$ cat config.mk
export PLATFORM = sky130hd
export DESIGN_NAME = cpu_bus_sequencer
export DESIGN_NICKNAME = d
export VERILOG_FILES = /design/src/rtl/bus_pkg.sv /design/src/rtl/bus_addr_decode.sv /design/src/rtl/cpu_bus_sequencer.sv
export SDC_FILE = /design/constraint.sdc
export NUM_CORES = 1
export LEC_CHECK = 0
export CAP_MARGIN = 40
export CORE_MARGIN = 2
export CORE_UTILIZATION = 30
export CTS_BUF_LIST = sky130_fd_sc_hd__clkbuf_2 sky130_fd_sc_hd__clkbuf_4 sky130_fd_sc_hd__clkbuf_8
export DETAILED_ROUTE_END_ITERATION = 7
export DONT_BUFFER_PORTS = 1
export RECOVER_POWER = 50
export SYNTH_ARGS = -nofsm -noshare
export SYNTH_HDL_FRONTEND = slang
export SYNTH_SLANG_ARGS = --single-unit
$ cat constraint.sdc
create_clock -name clk -period 5.1 [get_ports clk]
set_clock_uncertainty 0.1 [all_clocks]
set_input_delay 0.51 -clock clk [delete_from_list [all_inputs] [get_ports clk]]
set_output_delay 0.51 -clock clk [all_outputs]
set_load 0.02 [all_outputs]
$ cat src/rtl/bus_pkg.sv
// rtl/bus_pkg.sv - shared types and decode constants for the CPU bus sequencer
package bus_pkg;

  typedef enum logic [1:0] {
    DEV_MEM,
    DEV_IO,
    DEV_HYP
  } dev_t;

  typedef enum logic [2:0] {
    S_WAIT,
    S_BUS,
    S_P1,
    S_P2,
    S_DMA
  } state_t;

  localparam logic [19:0] IO_PORT_ADDR = 20'h0BFFC;
  localparam logic [13:0] HYP_PAGE     = {12'h0D6, 2'b01};

  // Wait states inserted before the bus window of an access to device d.
  function automatic logic [3:0] dev_wait(input dev_t d,
                                          input logic [3:0] mem_w,
                                          input logic [3:0] io_w,
                                          input logic [3:0] hyp_w);
    logic [3:0] w;
    case (d)
      DEV_IO:  w = io_w;
      DEV_HYP: w = hyp_w;
      default: w = mem_w;
    endcase
    return w;
  endfunction

endpackage

$ cat src/rtl/bus_addr_decode.sv
// rtl/bus_addr_decode.sv - CPU address to device select decode (IO > HYP > MEM)
module bus_addr_decode
  import bus_pkg::*;
(
  input  logic [19:0] cpu_address,
  output logic        io_cs,
  output logic        hyp_cs,
  output dev_t        device
);

  // IO port is a single address; hypervisor registers occupy one 64-byte page.
  always_comb begin
    io_cs  = (cpu_address == IO_PORT_ADDR);
    hyp_cs = ~io_cs & (cpu_address[19:6] == HYP_PAGE);
    if (io_cs) begin
      device = DEV_IO;
    end else if (hyp_cs) begin
      device = DEV_HYP;
    end else begin
      device = DEV_MEM;
    end
  end

endmodule

$ cat src/rtl/cpu_bus_sequencer.sv
// rtl/cpu_bus_sequencer.sv - phi3/phi1/phi2 bus phasing, wait states, read mux and DMA arbitration
module cpu_bus_sequencer
  import bus_pkg::*;
#(
  parameter int unsigned MEM_WAIT = 0,
  parameter int unsigned IO_WAIT  = 1,
  parameter int unsigned HYP_WAIT = 0,
  parameter int unsigned DMA_MAX  = 64
) (
  input  logic        clk,
  input  logic        reset_n,
  input  logic        ext_ready,
  input  logic [19:0] cpu_address,
  input  logic        cpu_write,
  input  logic [7:0]  mem_data_i,
  input  logic [7:0]  io_data_i,
  input  logic [7:0]  hyp_data_i,
  input  logic        dma_req,
  output logic        phi1,
  output logic        phi2,
  output logic        phi3,
  output logic        mem_we,
  output logic        io_cs,
  output logic        hyp_cs,
  output logic [7:0]  cpu_data_i,
  output logic        dma_gnt
);

  localparam logic [3:0] MEM_W   = 4'(MEM_WAIT);
  localparam logic [3:0] IO_W    = 4'(IO_WAIT);
  localparam logic [3:0] HYP_W   = 4'(HYP_WAIT);
  localparam logic [7:0] DMA_LIM = 8'(DMA_MAX - 1);

  state_t     state;
  dev_t       dec_dev;
  dev_t       bus_device;
  logic [3:0] wait_cnt;
  logic [7:0] dma_cnt;
  logic       force_cpu;
  logic [3:0] dec_wait;

  bus_addr_decode u_decode (
    .cpu_address (cpu_address),
    .io_cs       (io_cs),
    .hyp_cs      (hyp_cs),
    .device      (dec_dev)
  );

  assign dec_wait = dev_wait(dec_dev, MEM_W, IO_W, HYP_W);

  // The bus window is open only in S_BUS with the system ready; held low throughout reset.
  assign phi3   = reset_n & ext_ready & (state == S_BUS);
  assign mem_we = cpu_write & phi3 & ~io_cs & ~hyp_cs;

  // Return data from the device latched during the last bus window.
  always_comb begin
    case (bus_device)
      DEV_IO:  cpu_data_i = io_data_i;
      DEV_HYP: cpu_data_i = hyp_data_i;
      default: cpu_data_i = mem_data_i;
    endcase
  end

  // Sequencer: phase generation, wait insertion and DMA hand-over; phi1/phi2/dma_gnt track the next state.
  always_ff @(posedge clk or negedge reset_n) begin
    if (!reset_n) begin
      state      <= S_BUS;
      phi1       <= 1'b0;
      phi2       <= 1'b0;
      dma_gnt    <= 1'b0;
      wait_cnt   <= 4'd0;
      dma_cnt    <= 8'd0;
      force_cpu  <= 1'b0;
      bus_device <= DEV_MEM;
    end else begin
      phi1    <= 1'b0;
      phi2    <= 1'b0;
      dma_gnt <= 1'b0;
      if (phi3) begin
        bus_device <= dec_dev;
      end
      case (state)
        S_WAIT: begin
          wait_cnt <= wait_cnt - 4'd1;
          if (wait_cnt <= 4'd1) begin
            wait_cnt <= 4'd0;
            state    <= S_BUS;
          end
        end
        S_BUS: begin
          if (ext_ready) begin
            state <= S_P1;
            phi1  <= 1'b1;
          end
        end
        S_P1: begin
          state <= S_P2;
          phi2  <= 1'b1;
        end
        S_P2: begin
          // Wait states of the next access are remembered even when DMA takes the bus first.
          wait_cnt <= dec_wait;
          if (dma_req && !force_cpu) begin
            state   <= S_DMA;
            dma_gnt <= 1'b1;
          end else begin
            force_cpu <= 1'b0;
            state     <= (dec_wait != 4'd0) ? S_WAIT : S_BUS;
          end
        end
        S_DMA: begin
          if (!dma_req || dma_cnt == DMA_LIM) begin
            if (dma_cnt == DMA_LIM) begin
              force_cpu <= 1'b1;
            end
            dma_cnt <= 8'd0;
            state   <= (wait_cnt != 4'd0) ? S_WAIT : S_BUS;
          end else begin
            dma_cnt <= dma_cnt + 8'd1;
            dma_gnt <= 1'b1;
          end
        end
        default: begin
          state <= S_BUS;
        end
      endcase
    end
  end

endmodule
# ---- Word-level counts from Yosys, hierarchy flattened
# Index checks and enable logic that the tools add are counted.
# Widths: inputs -> output; s select.
dict set report classes {
  addsub 2
  mul 0
  div_mod_pow 0
  order_cmp 1
  n_eq_ne 15
  shifts 0
  n_mux 24
  bitwise 8
  n_reduce_logical 11
}
# operator n
set op_table {}
lappend op_table {{$eq 20x16->1 const B} 1}
lappend op_table {{$pmux 8 s2} 1}
lappend op_table {{$pmux 3 s5} 1}
lappend op_table {{$eq 14x10->1 const B} 1}
lappend op_table {{$mux 3} 4}
lappend op_table {{$mux 1} 11}
lappend op_table {{$ne 2x2->1 const B} 5}
lappend op_table {{$add 8x1->8 const B} 1}
lappend op_table {{$eq 8x6->1 const B} 1}
lappend op_table {{$mux 8} 1}
lappend op_table {{$pmux 4 s2} 1}
lappend op_table {{$reduce_bool 4->1} 2}
lappend op_table {{$and 1x1->1} 6}
lappend op_table {{$eq 3x2->1 const B} 2}
lappend op_table {{$eq 2x1->1 const B} 2}
lappend op_table {{$le 4x1->1 const B} 1}
lappend op_table {{$mux 2} 2}
lappend op_table {{$mux 4} 1}
lappend op_table {{$pmux 1 s2} 2}
lappend op_table {{$reduce_and 4->1} 1}
lappend op_table {{$reduce_bool 2->1} 2}
lappend op_table {{$sub 4x1->4 const B} 1}
lappend op_table {{$eq 3x1->1 const B} 1}
lappend op_table {{$eq 3x3->1 const B} 1}
lappend op_table {{other kinds (7)} 9}
dict set report totals {
  register_bits 21
  latch_bits 0
  ram_bits 0
  romBits 0
  inputBits 49
  word_cells 69
  n_memories 0
}

# ---- Depth between registers and ports, before layout
# Gate-level depths: netlist of run 1.
dict set report logic_depth {
  word_depth 11
  ltp_mapped 7
}

# ---- By module
# A second synthesis of run 1 with hierarchy kept.
dict set report unflattened {
  hier_cells 151
  hier_area_um2 1363.8
}
# module instances cells_per_inst area_per_inst_um2
set modules_own_cells {}
lappend modules_own_cells {cpu_bus_sequencer 1 139 1278.7}
lappend modules_own_cells {bus_addr_decode 1 12 85.1}

# ---- Least setup slack after synthesis of run 1
# Ideal clock, no wire load.
dict set report synth_path {
  path_kind {register -> output}
  startpoint {register state[1]}
  endpoint {output mem_we}
  arrival_ns 1.745
  t_required_ns 4.490
  slack_ns 2.745
  stages_incl_launch_ff 7
  path_buffers 1
  cell_sequence {dfrtp_1 > buf_6 > clkinv_2 > nand2_1 > nor3b_2 > nand2_1 > nor4b_1}
}
dict set report synth_between {
  elab_chain_cells 5
}
# element line
set synth_lines {}
lappend synth_lines {{start: declaration} cpu_bus_sequencer.sv:34} ;# state_t state;
lappend synth_lines {{start signal: assignment} cpu_bus_sequencer.sv:108} ;# state <= (dec_wait != 4'd0) ? S_WAIT : S_BUS;
lappend synth_lines {{start signal: assignment} cpu_bus_sequencer.sv:117} ;# state <= (wait_cnt != 4'd0) ? S_WAIT : S_BUS;
lappend synth_lines {{$eq 3x1->1} cpu_bus_sequencer.sv:52} ;# assign phi3 = reset_n & ext_ready & (state == S_BUS);
lappend synth_lines {{$and 1x1->1} cpu_bus_sequencer.sv:52}
lappend synth_lines {{$and 1x1->1 (3 in series)} cpu_bus_sequencer.sv:53} ;# assign mem_we = cpu_write & phi3 & ~io_cs & ~hyp_cs;
lappend synth_lines {{end: declaration} cpu_bus_sequencer.sv:22} ;# output logic mem_we,
# Every way passes these cells.

# ---- Worst setup path after layout of run 1
dict set report layout_path {
  startpoint {register dma_cnt[0]}
  endpoint {register dma_cnt[5]}
}
dict set report layout_between {
  elab_chain_cells 3
  word_cells_on_any_way 4
}
# element line
set layout_lines {}
lappend layout_lines {{start: declaration} cpu_bus_sequencer.sv:38} ;# logic [7:0] dma_cnt;
lappend layout_lines {{start signal: assignment} cpu_bus_sequencer.sv:119} ;# dma_cnt <= dma_cnt + 8'd1;
lappend layout_lines {{parallel branches: the longest is 2 deep, another holds $add 8x1->8} -}
lappend layout_lines {{$mux 8 *} cpu_bus_sequencer.sv:112} ;# if (!dma_req || dma_cnt == DMA_LIM) begin
# Every way passes the cells marked *.
# A chain may end at the register's enable or synchronous reset.

==> results of run 1 <==
[where the power goes]
part	total [mW]	internal, mW	switching [mW]
clock network	0.112	0.0608	0.0515
logic	0.245	0.0998	0.145
registers	0.290	0.213	0.0769
total	0.647	0.373	0.274
[cell families after synthesis]
kind of cell,count (synthesis),share of synthesized area
xor gates and xnor gates,1,0.00609
DFF,21,0.366
and+or+nand+nor,65,0.249
muxes,2,0.0157
AOI/OAI and AO/OA,55,0.258
buffers and inverters,18,0.0617
adders and majority gates,5,0.0435
[path summary, 6_finish.rpt]
kind,start,slack (ns),endpoint
max reg2reg,dma_cnt[0],1.99,dma_cnt[5]
min in group asynchronous,reset_n,0.43,dma_cnt[1]
min reg2reg,dma_cnt[7],0.40,dma_cnt[7]
min,dma_req,0.28,state[2]
max,dma_cnt[0],1.99,dma_cnt[5]
max in group asynchronous,reset_n,3.33,dma_gnt
[flip-flops by register name, indices dropped and copies added, names as in the netlist]
| signal | count |
|---|---|
| dma_gnt | 1 |
| force_cpu | 1 |
| phi2 | 1 |
| dma_cnt | 8 |
| wait_cnt | 4 |
| phi1 | 1 |
| bus_device | 2 |
| state | 3 |
[worst max-delay path, delay by kind of cell, from the launching register on]
family	cells	cell delay, ns
compound gates	3	1.93
flops	1	0.40
simple gates	2	0.26
fa+ha+maj	1	0.21
[metrics by stage]
stage	cell area (um^2)	setup slack, ns	hold WS (ns)	util	total power [mW]
6_report	1510	1.99	0.284	0.323	0.647
3_3_place_gp	1460	2.57	0.115	0.313	0.533
5_1_grt	1510	1.54	0.274	0.323	0.702
2_1_floorplan	1440	2.74	0.114	-	0.490
4_1_cts	1520	2.58	0.274	0.327	0.653
3_5_place_dp	1470	2.63	0.115	0.314	0.533
[cells in the final DEF (no fill, tap or decap), types with 3 or more instances in the layout]
cell      synthesis  layout
a21oi_1           6       6
a22oi_1           9       9
a31oi_1           4       4
clkbuf_8          0       3
dfrtp_1          20      20
ha_1              5       5
inv_1            10      10
nand2_1          26      26
nand3_1           5       5
nor2_1           11      11
nor3_1            4       4
o21ai_0          17      17
o31ai_1           4       4
[layout make-up]
cell class	count	area, um^2
fill	477	3160
timing repair buffer	3	18.8
clock buffer	4	48.8
multi-input combinational	128	801
inverter	11	42.5
sequential	21	527
tap	54	67.6
[metal layers]
metal  vias to the layer above  part of all wire
met5                         -                 0
met4                         0            0.0096
met3                         6             0.094
met2                        72              0.46
met1                       585              0.44
li1                        610                 -
[what timing repair did]
item	4_1_cts	5_1_grt
hold endpoints to repair	21	0
buffers inserted	0	0
hold buffers	1	0
==> impl_metrics.py, run 1 <==
metrics = {
    "status": {
        "violations": "capacitance limit, slew limit",
        "status": "complete, but fails checks",
    },
    "die": {
        "num_rows": 25,
        "ioPinCount": 64,
        "die_area_mm2": 0.00537,
        "start_util": 0.309,
        "die_w_um": 73.3,
        "die_height_um": 73.3,
        "core_mm2": 0.00466,
    },
    "timing": {
        "fin_crit_sh": 0.609,
        "report.final.slew_viol_count": 13,
        "tightest_slew_ns": 1.96,
        "slew_headroom": -0.324,
        "max_freq_ghz": 0.322,
        "setup_tns_ns": 0,
        "finalSetupViolCount": 0,
        "fin_crit_ns": 3.11,
        "rsz0062_at_grt": "no",
        "hold_violations": 0,
    },
    "routing": {
        "vias_per_cell": 5.76,
        "firstDrtPassIters": 4,
        "dr.first_iter.drc_count": 110,
        "routed_wl_um": 3220,
        "route.vias.total": 1273,
        "ant_nets": 0,
        "wl_per_cell_um": 14.6,
        "post-route-drc-count": 0,
    },
    "global_route": {
        "antenna_found_initial": 0,
        "use_met3": 0.0357,
        "met1_usage": 0.161,
        "grt_pass1_wl_um": 5200,
        "overflow": 0,
        "grt_usage": 0.122,
        "grt_util_met2": 0.202,
        "grt.busiest_layer": "met2",
        "grt_max_degree": 22,
        "grt_pass1_vias": 1131,
    },
    "placed_design": {
        "post-place-cells": 215,
        "port_buffers": 0,
        "gp_congestion": 0.899,
        "dp_hpwl_um": 2360,
    },
    "clock_tree": {
        "cts_sinks": 21,
        "cts_tree": "yes",
        "cts-root-buf": "clkbuf_8",
        "h-tree-depth": 1,
        "ctsResizeCount": 0,
        "clkSlewWorstSetupHoldPaths_ns": 0.07,
        "cts_buffer_depth": 2,
        "cts_inserted_buffers": 3,
        "worstSkewPairLatency_ns": 0.25,
    },
    "logic_synthesis": {
        "ys_async_sr_fraction": 1.00,
        "ys_types": 48,
        "synth.ff_latch_count": 21,
        "yosysMostFrequentCell": "nand2_1",
        "syn_inst": 167,
        "synth_top_cells_by_count": "nand2_1, dfrtp_1, o21ai_0, nor2_1, inv_1",
        "netlist.area_leader.share": 0.348,
        "synth_area_mm2": 0.00144,
        "synth_edf_count": 0,
        "syn_nets": 221,
        "avgSynthCellArea_um2": 8.62,
        "synthTopCellsByArea": "dfrtp_1, nand2_1, o21ai_0",
        "ys_warn_count": 0,
        "ys_seq_area_frac": 0.366,
        "synth_ff_type": "dfrtp_1",
        "yosysTopAreaCell": "dfrtp_1",
    },
    "critical_path": {
        "crit_slowest_cell": "o311ai_0",
        "timing.critical_path.required_ns": 5.06,
        "startpoint_type": "flip-flop",
        "max_stage_delay_ns": 1.59,
        "worstPathCellList": "ha_1 > nand3_1 > o311ai_0 > o21ai_0 > nand2_1 > o41ai_1",
        "reg2reg_depth": 6,
        "critPathArrivalTime_ns": 3.07,
        "path_class": "flip-flop to flip-flop",
        "end_kind": "flip-flop",
        "critPathMaxFanout": 12,
    },
    "job": {
        "drv_cap": 1,
    },
    "power": {
        "p_leak_nw": 0.621,
        "powerDensity_mw_per_mm2": 430,
        "vdd_drop_max_mv": 0.265,
    },
    "cells_and_area": {
        "diodes": 0,
        "stdcell_count": 221,
        "final_nets": 222,
        "area_delta_synth_final_pct": 4.61,
        "drive_gt1_frac": 0.0719,
    },
    "min_path": {
        "whs_path_depth": 1,
        "worstHoldPathType": "primary input to flip-flop",
    },
}
Power figures use the tool's default switching activity.
==> run 2: changes to the inputs <==
==> constraint.sdc (replaced) <==
create_clock -name clk -period 3.2 [get_ports clk]
set_clock_uncertainty 0.1 [all_clocks]
set_input_delay 0.32 -clock clk [delete_from_list [all_inputs] [get_ports clk]]
set_output_delay 0.32 -clock clk [all_outputs]
set_load 0.02 [all_outputs]
==> run 2 against run 1 <==
The flow now finishes without violations. Routed wire length up 1.8%. Non-clock buffer count unchanged. Setup slack worse by 1.3 ns. Register-to-register slack worse by 0.74 ns. Sequential share of layout area down 0.26 points. Power up 59%. First-iteration DRC count down 21%. Combinational power up 58%. Global-route usage up 0.42 points. Flip-flop and latch count unchanged. Count of clock-buffer cells in the layout down 1. Cell area up 0.75%. Critical endpoint is now mem_we.
==> impl_metrics.py, run 2 (same netlist as run 1, synthesis figures left out) <==
metrics = {
    "status": {
        "status": "completed",
    },
    "timing": {
        "fin_crit_ns": 2.56,
        "fin_ws_ns": 0.644,
        "setup_tns_ns": 0,
        "fin_crit_sh": 0.799,
        "rsz0062_at_grt": "no",
        "hold_violations": 0,
        "report.final.slew_viol_count": 0,
        "finalSetupViolCount": 0,
        "max_freq_ghz": 0.391,
        "slew_headroom": 0.437,
        "tightest_slew_ns": 0.845,
    },
    "cells_and_area": {
        "regMostFlops": "dma_cnt",
        "final_common_cell": "nand2_1",
        "diodes": 0,
        "drive_gt1_frac": 0.0719,
        "final_nets": 222,
        "area_delta_synth_final_pct": 5.39,
        "top_regs": "dma_cnt x8, wait_cnt x4, state x3",
        "final_cell_mix": "nand2_1, dfrtp_1, o21ai_0",
        "largest_reg_flops": 8,
    },
    "placed_design": {
        "dp_hpwl_um": 2420,
        "port_buffers": 0,
        "pre_cts_ws_ns": 1.13,
        "gp_congestion": 0.868,
    },
    "power": {
        "powerDensity_mw_per_mm2": 678,
        "p_leak_nw": 0.607,
        "vdd_drop_max_mv": 0.288,
    },
    "critical_path": {
        "path_class": "flip-flop to primary output",
        "end_kind": "primary output",
        "timing.critical_path.required_ns": 2.78,
        "critPathMaxFanout": 14,
        "startpoint": "state[0]",
        "crit-reg2reg-launch": "state[0]",
        "critPathArrivalTime_ns": 2.14,
        "startpoint_type": "flip-flop",
    },
    "job": {
        "drv_cap": 0,
    },
    "routing": {
        "vias_per_cell": 5.69,
        "wl_per_cell_um": 14.8,
        "post-route-drc-count": 0,
        "firstDrtPassIters": 4,
        "route.vias.total": 1258,
        "ant_nets": 0,
        "routed_wl_um": 3270,
        "dr.first_iter.drc_count": 87,
    },
    "clock_tree": {
        "cts_sinks": 21,
        "worstSkewPairLatency_ns": 0.27,
        "h-tree-depth": 1,
        "ctsResizeCount": 0,
        "cts_buffer_depth": 2,
        "cts-root-buf": "clkbuf_8",
        "cts_tree": "yes",
        "cts_inserted_buffers": 3,
        "clkSlewWorstSetupHoldPaths_ns": 0.08,
    },
    "die": {
        "die_height_um": 73.3,
        "die_w_um": 73.3,
        "ioPinCount": 64,
        "die_area_mm2": 0.00537,
        "num_rows": 25,
        "core_mm2": 0.00466,
        "start_util": 0.309,
    },
    "min_path": {
        "worstHoldPathType": "primary input to flip-flop",
        "worstHoldStart": "dma_req",
    },
    "global_route": {
        "grt_pass1_vias": 1153,
        "antenna_found_initial": 0,
        "grt_max_degree": 22,
        "grt_pass1_wl_um": 5280,
        "grt_usage": 0.126,
        "overflow": 0,
    },
}
run 2: report_power, final:
part / switching, mW / leakage (nW) / total [mW] / internal (mW)
Clock: 0.0916 / 0.0255 / 0.179 / 0.0869
Combinational: 0.227 / 0.304 / 0.388 / 0.161
Sequential: 0.123 / 0.277 / 0.462 / 0.339
run 2: area by class of cell:
cell class | count | area, um^2
fill | 483 | 3140
multi-input combinational | 128 | 812
sequential | 21 | 527
tap | 54 | 67.6
inverter | 11 | 42.5
clock buffer | 3 | 41.3
timing repair buffer | 3 | 21.3
clock inverter | 1 | 5.00
run 2: path summary, 6_finish.rpt:
check                                endpoint  slack, ns  cells past startpoint
min in group asynchronous          dma_cnt[2]       0.27                      1
worst min-delay path                  dma_gnt       0.08                      1
max in group asynchronous           force_cpu       1.67                      2
worst max register to register  bus_device[0]       1.25                      4
worst max-delay path                   mem_we       0.64                      5
worst min register to register     dma_cnt[7]       0.40                      1
run 2: worst max-delay path, cell delays in order (launching register included):
cell and delay (ns):
dfstp_1 0.83, nand2_1 0.14, nor3b_1 0.27, nand2_1 0.16, nor4b_1 0.27, buf_4 0.19
run 2: per-stage QoR:
stage          area [um^2]  cells   util  power (mW)  hold slack (ns)
2_1_floorplan         1440    167      -       0.781          -0.0756
3_3_place_gp          1470    215  0.315       0.850          -0.0747
3_5_place_dp          1470    215  0.315       0.852          -0.0747
4_1_cts               1520    220  0.327        1.04           0.0765
5_1_grt               1520    221  0.325        1.13           0.0757
6_report              1520    221  0.325        1.03           0.0838
run 2: timing repair:
action,in CTS,in global routing
endpoints found under the setup margin,0,0
buffers inserted,0,0
hold endpoints to repair,21,0
hold buffers,1,0
run 2: per-layer routing:
metal	track usage	share of wire
met4	0.0412	0.011
met5	0	0
met3	0.0302	0.075
met1	0.151	0.44
met2	0.222	0.47
